<file path="src/rtl/ip_framer.sv">
// Transmit-side IPv4 framer.
// Prepends a 20-byte IPv4 header (no options) to a 32-bit payload stream.
// Header fields are latched from sideband presented with the first payload
// beat; the header checksum is computed in a dedicated cycle before the
// header is emitted. Payload beats then pass straight through.
module ip_framer #(
    parameter logic [7:0] TTL = 8'd64,
    parameter logic       DF  = 1'b1
) (
    input  logic        clk,
    input  logic        sreset,
    output logic        axis_i_tready,
    input  logic        axis_i_tvalid,
    input  logic        axis_i_tlast,
    input  logic [31:0] axis_i_tdata,
    input  logic [3:0]  axis_i_tkeep,
    input  logic [15:0] axis_i_length,
    input  logic [7:0]  axis_i_protocol,
    input  logic [31:0] axis_i_src_ip,
    input  logic [31:0] axis_i_dst_ip,
    input  logic        axis_o_tready,
    output logic        axis_o_tvalid,
    output logic        axis_o_tlast,
    output logic [31:0] axis_o_tdata,
    output logic [3:0]  axis_o_tkeep
);

    localparam int unsigned AXIS_BYTES = 4;
    localparam int unsigned DATA_W     = AXIS_BYTES * 8;
    localparam int unsigned HALF_W     = 16;
    localparam int unsigned SUM_W      = 20;
    localparam int unsigned IDX_W      = 3;

    localparam logic [1:0] ST_IDLE = 2'd0;
    localparam logic [1:0] ST_CSUM = 2'd1;
    localparam logic [1:0] ST_HDR  = 2'd2;
    localparam logic [1:0] ST_PAY  = 2'd3;

    localparam logic [HALF_W-1:0] HDR_BYTES     = 16'd20;
    localparam logic [7:0]        VER_IHL       = 8'h45;
    localparam logic [7:0]        TOS           = 8'h00;
    localparam logic [7:0]        FLAGS_BYTE    = {1'b0, DF, 6'h00};
    localparam logic [IDX_W-1:0]  LAST_HDR_WORD = 3'd4;

    logic [1:0]        state;
    logic [1:0]        state_nxt;
    logic [IDX_W-1:0]  hdr_idx;
    logic [IDX_W-1:0]  hdr_idx_nxt;
    logic [HALF_W-1:0] ident;
    logic [HALF_W-1:0] tot_len;
    logic [HALF_W-1:0] csum;
    logic [7:0]        protocol;
    logic [31:0]       src_ip;
    logic [31:0]       dst_ip;
    logic [SUM_W-1:0]  csum_sum;
    logic [HALF_W:0]   csum_fold1;
    logic [HALF_W-1:0] csum_fold2;
    logic [DATA_W-1:0] hdr_word;
    logic              pay_done;

    // Last payload beat accepted: packet complete
    assign pay_done = (state == ST_PAY) && axis_i_tvalid && axis_o_tready && axis_i_tlast;

    // Ones-complement sum of the header halfwords with the checksum field zero
    always_comb begin
        csum_sum = SUM_W'({VER_IHL, TOS})
                 + SUM_W'(tot_len)
                 + SUM_W'(ident)
                 + SUM_W'({FLAGS_BYTE, 8'h00})
                 + SUM_W'({TTL, protocol})
                 + SUM_W'(src_ip[31:16])
                 + SUM_W'(src_ip[15:0])
                 + SUM_W'(dst_ip[31:16])
                 + SUM_W'(dst_ip[15:0]);
        csum_fold1 = (HALF_W+1)'(csum_sum[15:0]) + (HALF_W+1)'(csum_sum[19:16]);
        csum_fold2 = csum_fold1[15:0] + HALF_W'(csum_fold1[16]);
    end

    // Header word select; byte 0 of each wire word lands in bits [7:0]
    always_comb begin
        hdr_word = '0;
        case (hdr_idx)
            3'd0: hdr_word = {tot_len[7:0], tot_len[15:8], TOS, VER_IHL};
            3'd1: hdr_word = {8'h00, FLAGS_BYTE, ident[7:0], ident[15:8]};
            3'd2: hdr_word = {csum[7:0], csum[15:8], protocol, TTL};
            3'd3: hdr_word = {src_ip[7:0], src_ip[15:8], src_ip[23:16], src_ip[31:24]};
            3'd4: hdr_word = {dst_ip[7:0], dst_ip[15:8], dst_ip[23:16], dst_ip[31:24]};
            default: hdr_word = '0;
        endcase
    end

    // Next-state and header word index
    always_comb begin
        state_nxt   = state;
        hdr_idx_nxt = hdr_idx;
        case (state)
            ST_IDLE: begin
                if (axis_i_tvalid) begin
                    state_nxt = ST_CSUM;
                end
            end
            ST_CSUM: begin
                state_nxt   = ST_HDR;
                hdr_idx_nxt = '0;
            end
            ST_HDR: begin
                if (axis_o_tready) begin
                    if (hdr_idx == LAST_HDR_WORD) begin
                        state_nxt = ST_PAY;
                    end else begin
                        hdr_idx_nxt = hdr_idx + IDX_W'(1);
                    end
                end
            end
            ST_PAY: begin
                if (pay_done) begin
                    state_nxt = ST_IDLE;
                end
            end
            default: state_nxt = ST_IDLE;
        endcase
    end

    // Stream outputs: header from registers, payload passed through
    always_comb begin
        axis_i_tready = 1'b0;
        axis_o_tvalid = 1'b0;
        axis_o_tlast  = 1'b0;
        axis_o_tdata  = '0;
        axis_o_tkeep  = '0;
        case (state)
            ST_HDR: begin
                axis_o_tvalid = 1'b1;
                axis_o_tkeep  = 4'hF;
                axis_o_tdata  = hdr_word;
            end
            ST_PAY: begin
                axis_i_tready = axis_o_tready;
                axis_o_tvalid = axis_i_tvalid;
                axis_o_tlast  = axis_i_tlast;
                axis_o_tdata  = axis_i_tdata;
                axis_o_tkeep  = axis_i_tkeep;
            end
            default: ;
        endcase
    end

    // Control state and identification counter
    always_ff @(posedge clk) begin
        if (sreset) begin
            state   <= ST_IDLE;
            hdr_idx <= '0;
            ident   <= '0;
        end else begin
            state   <= state_nxt;
            hdr_idx <= hdr_idx_nxt;
            if (pay_done) begin
                ident <= ident + HALF_W'(1);
            end
        end
    end

    // Per-packet sideband capture and registered checksum
    always_ff @(posedge clk) begin
        if ((state == ST_IDLE) && axis_i_tvalid) begin
            tot_len  <= axis_i_length + HDR_BYTES;
            protocol <= axis_i_protocol;
            src_ip   <= axis_i_src_ip;
            dst_ip   <= axis_i_dst_ip;
        end
        if (state == ST_CSUM) begin
            csum <= ~csum_fold2;
        end
    end

endmodule

</file>
<file path="config.mk">
export PLATFORM = sky130hd
export DESIGN_NAME = ip_framer
export DESIGN_NICKNAME = d
export VERILOG_FILES = /design/src/rtl/ip_framer.sv
export SDC_FILE = /design/constraint.sdc
export NUM_CORES = 1
export LEC_CHECK = 0
export ABC_AREA = 1
export CAP_MARGIN = 30
export CORE_ASPECT_RATIO = 1.1
export CORE_MARGIN = 10
export CORE_UTILIZATION = 45
export CTS_BUF_LIST = sky130_fd_sc_hd__clkbuf_4 sky130_fd_sc_hd__clkbuf_8
export CTS_CLUSTER_DIAMETER = 150
export DETAILED_ROUTE_END_ITERATION = 6
export GPL_TIMING_DRIVEN = 0
export HOLD_SLACK_MARGIN = 0.05
export PLACE_DENSITY = 0.7
export SLEW_MARGIN = 5
export SYNTH_ARGS = -nofsm -noshare
export SYNTH_HDL_FRONTEND = slang
export SYNTH_SLANG_ARGS = --single-unit
</file>
<file path="constraint.sdc">
create_clock -name clk -period 10.74 [get_ports clk]
set_clock_uncertainty 0.1 [all_clocks]
set_input_delay 2.685 -clock clk [delete_from_list [all_inputs] [get_ports clk]]
set_output_delay 2.685 -clock clk [all_outputs]
set_load 0.02 [all_outputs]
</file>
==> results of run 1 <==
==> final timing paths <==
kind | startpoint | end | slack [ns]
worst max register to register | ident[7]$_SDFFE_PP0P_ | csum[14]$_DFFE_PN_ | 2.51
worst min-delay path | hdr_idx[2]$_SDFFE_PP0P_ | hdr_idx[2]$_SDFFE_PP0P_ | 0.38
worst max-delay path | ident[7]$_SDFFE_PP0P_ | csum[14]$_DFFE_PN_ | 2.51
worst min register to register | hdr_idx[2]$_SDFFE_PP0P_ | hdr_idx[2]$_SDFFE_PP0P_ | 0.38
==> sequential cells by signal (all words and copies together) (netlist names) <==
signal / flops
csum: 16
tot_len: 16
ident: 16
dst_ip: 32
hdr_idx: 3
state: 2
src_ip: 32
protocol: 8
==> per-layer routing <==
layer	vias up	share of wire, %
li1	3723	-
met1	3740	41
met3	29	8.3
met5	-	0
met2	295	49
met4	0	1.9
==> critical path: cells and delay by family (launching register included) <==
family                     cells  cell delay [ns]
xor gates and xnor gates       1             0.21
AOI/OAI and AO/OA              3             0.62
buffers and inverters          7             0.52
and+or+nand+nor               25             2.91
DFF                            1             0.37
adders and majority gates      8             3.22
==> cell usage after synthesis (12+ instances only) <==
cell type,n,area (sq um)
ha_1,46,576
inv_1,231,867
a221oi_1,28,245
a21oi_1,35,175
edfxtp_1,104,3120
nand2_1,213,800
o21ai_0,64,320
o22ai_1,14,87.6
nand2_2,13,81.3
nand3_2,13,130
nor2_1,39,146
nand3_1,33,165
clkbuf_1,17,63.8
fa_1,71,1420
dfxtp_1,21,420
xor2_1,13,114
xnor2_1,12,105
==> kinds of logic after synthesis <==
kind of cell	after synthesis	synth area share [%]
buf+inv	257	10.3
flops	125	37.7
compound gates	158	10.3
simple gates	356	18.1
fa+ha+maj	117	21.3
xor+xnor	25	2.33
==> stage by stage <==
stage,hold WS [ns],std cells
detailed placement,0.365,1461
floorplan,0.343,1038
global route,0.417,1494
finish,0.383,1494
global placement,0.362,1460
CTS,0.382,1493
==> area by class of cell <==
type | instances | share of cell area (%)
multi-input combinational | 656 | 41.0
sequential | 125 | 29.8
clock inverter | 14 | 2.02
clock buffer | 18 | 2.03
buffer | 19 | 0.599
tap | 256 | 2.69
inverter | 238 | 7.53
timing repair buffer | 168 | 14.3
==> impl_metrics.ini, run 1 <==
[status]
status = finished clean

[sta]
grt_setup_unrepaired = false
setup_viol = 0
post-route-min-period_ns = 8.23
clock.fmax_ghz = 0.122
period_share_pct = 76.6
hold_viol = 0
tns_ns = 0
layout_setup_ws_ns = 2.51
maxSlewViolCount = 0
slew_headroom_pct = 36.0
worst_pin_slew_ns = 0.960

[final_layout]
area.sequential_sq_um = 3540
final_cell_mix = inv_1, nand2_1, clkdlybuf4s50_1
area_growth_pct = 26.7
final_cell_area_sq_um = 11900
fillers = 1795
insertedDiodeCount = 0
post-route-util_pct = 57.8
layout.nets = 1471
mostFrequentLayoutCell = inv_1
drive_gt1_share_pct = 7.27
multi_input_area_sq_um = 4890

[clocking]
cts-root-buf = clkbuf_8
cts_resized = 0
post_cts_buffers = 0
cts_buffers = 17
cts.sinks = 125
clk_latency_ns = 0.46
cts.clk_slew.worst_paths_ns = 0.08
cts_tree = built
cts_hold_buf = 0
max-clock-path-buffers = 2
htreeDepth = 4

[route]
drt_wl_total_microns = 28400
wire_per_inst_microns = 19.0
drc = 0
drt_pass1_iterations = 5
vias = 7787
ant_nets = 0
viasPerCell = 5.21
drtIter0Drc = 575

[setup_path]
cpMaxStageDelayCell = fa_1
path_common_cell = nand2_1
path_class = reg2reg
crit_path_max_fanout = 6
critPathRequiredTime_ns = 10.85
r2r_cells = 44
start_kind = flop
crit_arrival_ns = 8.34
worst_setup_path_end_kind = flop
critical_path.max_stage_delay_ns = 0.55

[yosys]
synthesis.area_sq_um = 9390
avgSynthCellArea_sq_um = 9.05
syn_inst = 1038
seq_area_frac_synth_pct = 37.7
ys.flop_type = edfxtp_1
yosysUniqueCellTypes = 40
ys_async_sr_fraction_pct = 0
syn_nets = 1284
synth_seq_cells = 125
synth_edf_count = 104
ys_warn_count = 0

[run]
max-cap-violations = 0

[min_path]
holdPathStages = 2
hp-class = reg2reg

[floorplan]
fp.dieW_microns = 158
fp.dieArea_sq_um = 27100
ios = 168
rows = 55
dieHeight_microns = 172
core_sq_um = 20600
start_util_pct = 45.7

[global_routing]
met3_usage_pct = 6.22
grtUsageTotal_pct = 21.3
grt_pass1_wl_microns = 43200
gr-usage-met2_pct = 35.3
groute.layer.met1.usage_pct = 26.2
grt_max_degree = 46
overflow = 0
top_usage_layer = met2
antenna_found_initial = 0
grt_pass1_vias = 7764

[place]
post_dp_cell_area_sq_um = 11400
port_buffers = 166
gp_congestion = 0.914
place_ws_ns = 2.56
dp_hpwl_microns = 22900
Power of run 1 is not shown: default switching activity piles up to over one toggle a cycle in this logic, so the estimate is an artifact.
==> run 2: changes to the inputs <==
==> constraint.sdc (replaced) <==
create_clock -name clk -period 7.9 [get_ports clk]
set_clock_uncertainty 0.1 [all_clocks]
set_input_delay 1.975 -clock clk [delete_from_list [all_inputs] [get_ports clk]]
set_output_delay 1.975 -clock clk [all_outputs]
set_load 0.02 [all_outputs]
==> impl_metrics.ini, run 2 (same netlist as run 1, synthesis figures left out) <==
[min_path]
hp-start = hdr_idx[2]$_SDFFE_PP0P_
hp-class = reg2reg
hold_end = hdr_idx[2]$_SDFFE_PP0P_
holdPathStages = 2

[global_routing]
grt_pass1_vias = 7781
antenna_found_initial = 0
grtUsageTotal_pct = 21.3
grt_max_degree = 46
overflow = 0
grt_pass1_wl_microns = 43200

[route]
ant_nets = 0
wire_per_inst_microns = 19.2
viasPerCell = 5.23
drt_wl_total_microns = 29000
drc = 0
drt_pass1_iterations = 6
drtIter0Drc = 615
vias = 7900

[setup_path]
crit_start = src_ip[5]$_DFFE_PP_
reg2reg_to = csum[14]$_DFFE_PN_
start_kind = flop
critPathRequiredTime_ns = 8.01
reg2reg_slack_ns = 0.38
worst_setup_path_end_kind = flop
path_class = reg2reg
crit_arrival_ns = 7.63
r2r_cells = 42
path_delay_family = adder cells
worst-path-buf-inv = 5
crit_path_max_fanout = 5
rr_startpoint = src_ip[5]$_DFFE_PP_
critical_path.max_stage_delay_ns = 0.57
cpMaxStageDelayCell = fa_1

[floorplan]
dieHeight_microns = 172
rows = 55
fp.dieArea_sq_um = 27100
core_sq_um = 20600
fp.dieW_microns = 158
start_util_pct = 45.7
ios = 168

[sta]
maxSlewViolCount = 0
slew_headroom_pct = 36.6
clock.fmax_ghz = 0.133
setup_viol = 0
hold-worst-slack_ns = 0.384
hold_viol = 0
worst_pin_slew_ns = 0.951
post-route-min-period_ns = 7.52
period_share_pct = 95.2

[final_layout]
final_cell_mix = inv_1, nand2_1, clkdlybuf4s50_1
mostFrequentLayoutCell = inv_1
reg.largest.list = dst_ip x32, src_ip x32
area_growth_pct = 30.1
layout.nets = 1485
drive_gt1_share_pct = 11.6

[place]
dp_hpwl_microns = 22900
port_buffers = 166
gp_congestion = 0.914

[clocking]
cts.sinks = 125
cts_tree = built
clk_latency_ns = 0.47
cts-root-buf = clkbuf_8
max-clock-path-buffers = 2
htreeDepth = 4
cts_buffers = 17
cts.clk_slew.worst_paths_ns = 0.08

[run]
max-cap-violations = 0

[status]
status = finished clean
==> run 2: cell count changes in the layout (fill, tap and decap cells not counted), sizes merged <==
cell,change
diode,+2
buf,+14
==> run 2: worst max path at each step <==
stage                         end  slack (ns)  depth (start not counted)
2_1_floorplan  csum[14]$_DFFE_PN_        0.72                         44
3_3_place_gp   csum[15]$_DFFE_PN_       -0.24                         44
3_5_place_dp   csum[15]$_DFFE_PN_       -0.28                         44
4_1_cts        csum[15]$_DFFE_PN_       0.003                         44
5_1_grt        csum[15]$_DFFE_PN_       -0.04                         44
6_report       csum[14]$_DFFE_PN_        0.38                         42
==> run 2: tightest hold or removal path, stage by stage, from the launching register on <==
cell and delay, ns:
dfxtp_1 0.32, nand2_1 0.06, a21oi_1 0.05
==> run 2: final cells by class <==
cell class | count | area (sq um)
Clock buffer | 18 | 241
Multi-Input combinational cell | 656 | 5090
Buffer | 19 | 71.3
Sequential cell | 125 | 3550
Tap cell | 256 | 320
Inverter | 238 | 896
Fill cell | 1762 | 8350
Timing Repair Buffer | 182 | 1810
Clock inverter | 14 | 240
Antenna cell | 2 | 5.00
==> run 2: stage by stage <==
stage / TNS (ns) / util, % / setup WS, ns / cell area (sq um) / instances
CTS: 0 / 58.0 / 0.00300 / 11900 / 1495
global placement: -0.921 / 55.3 / -0.240 / 11400 / 1460
detailed placement: -1.18 / 55.4 / -0.281 / 11400 / 1461
finish: 0 / 59.4 / 0.383 / 12200 / 1510
floorplan: 0 / - / 0.717 / 9390 / 1038
global route: -0.0448 / 59.4 / -0.0448 / 12200 / 1508
==> run 2: per-layer routing <==
metal  share of wire [%]  wire length, microns  track usage (%)
met2                  49                 14400             35.6
met3                 8.5                  2460             5.69
met5                   0                     0                0
met4                 2.2                   636             6.31
met1                  40                 11600             26.3
==> run 2: timing repair <==
action | in CTS | in global routing
hold buffers | 0 | 0
resized for setup | 11 | 44
endpoints found under the setup margin | 7 | 8
setup buffers | 2 | 12
pin swaps | 5 | 20
Power of run 2 is left out for the same reason.
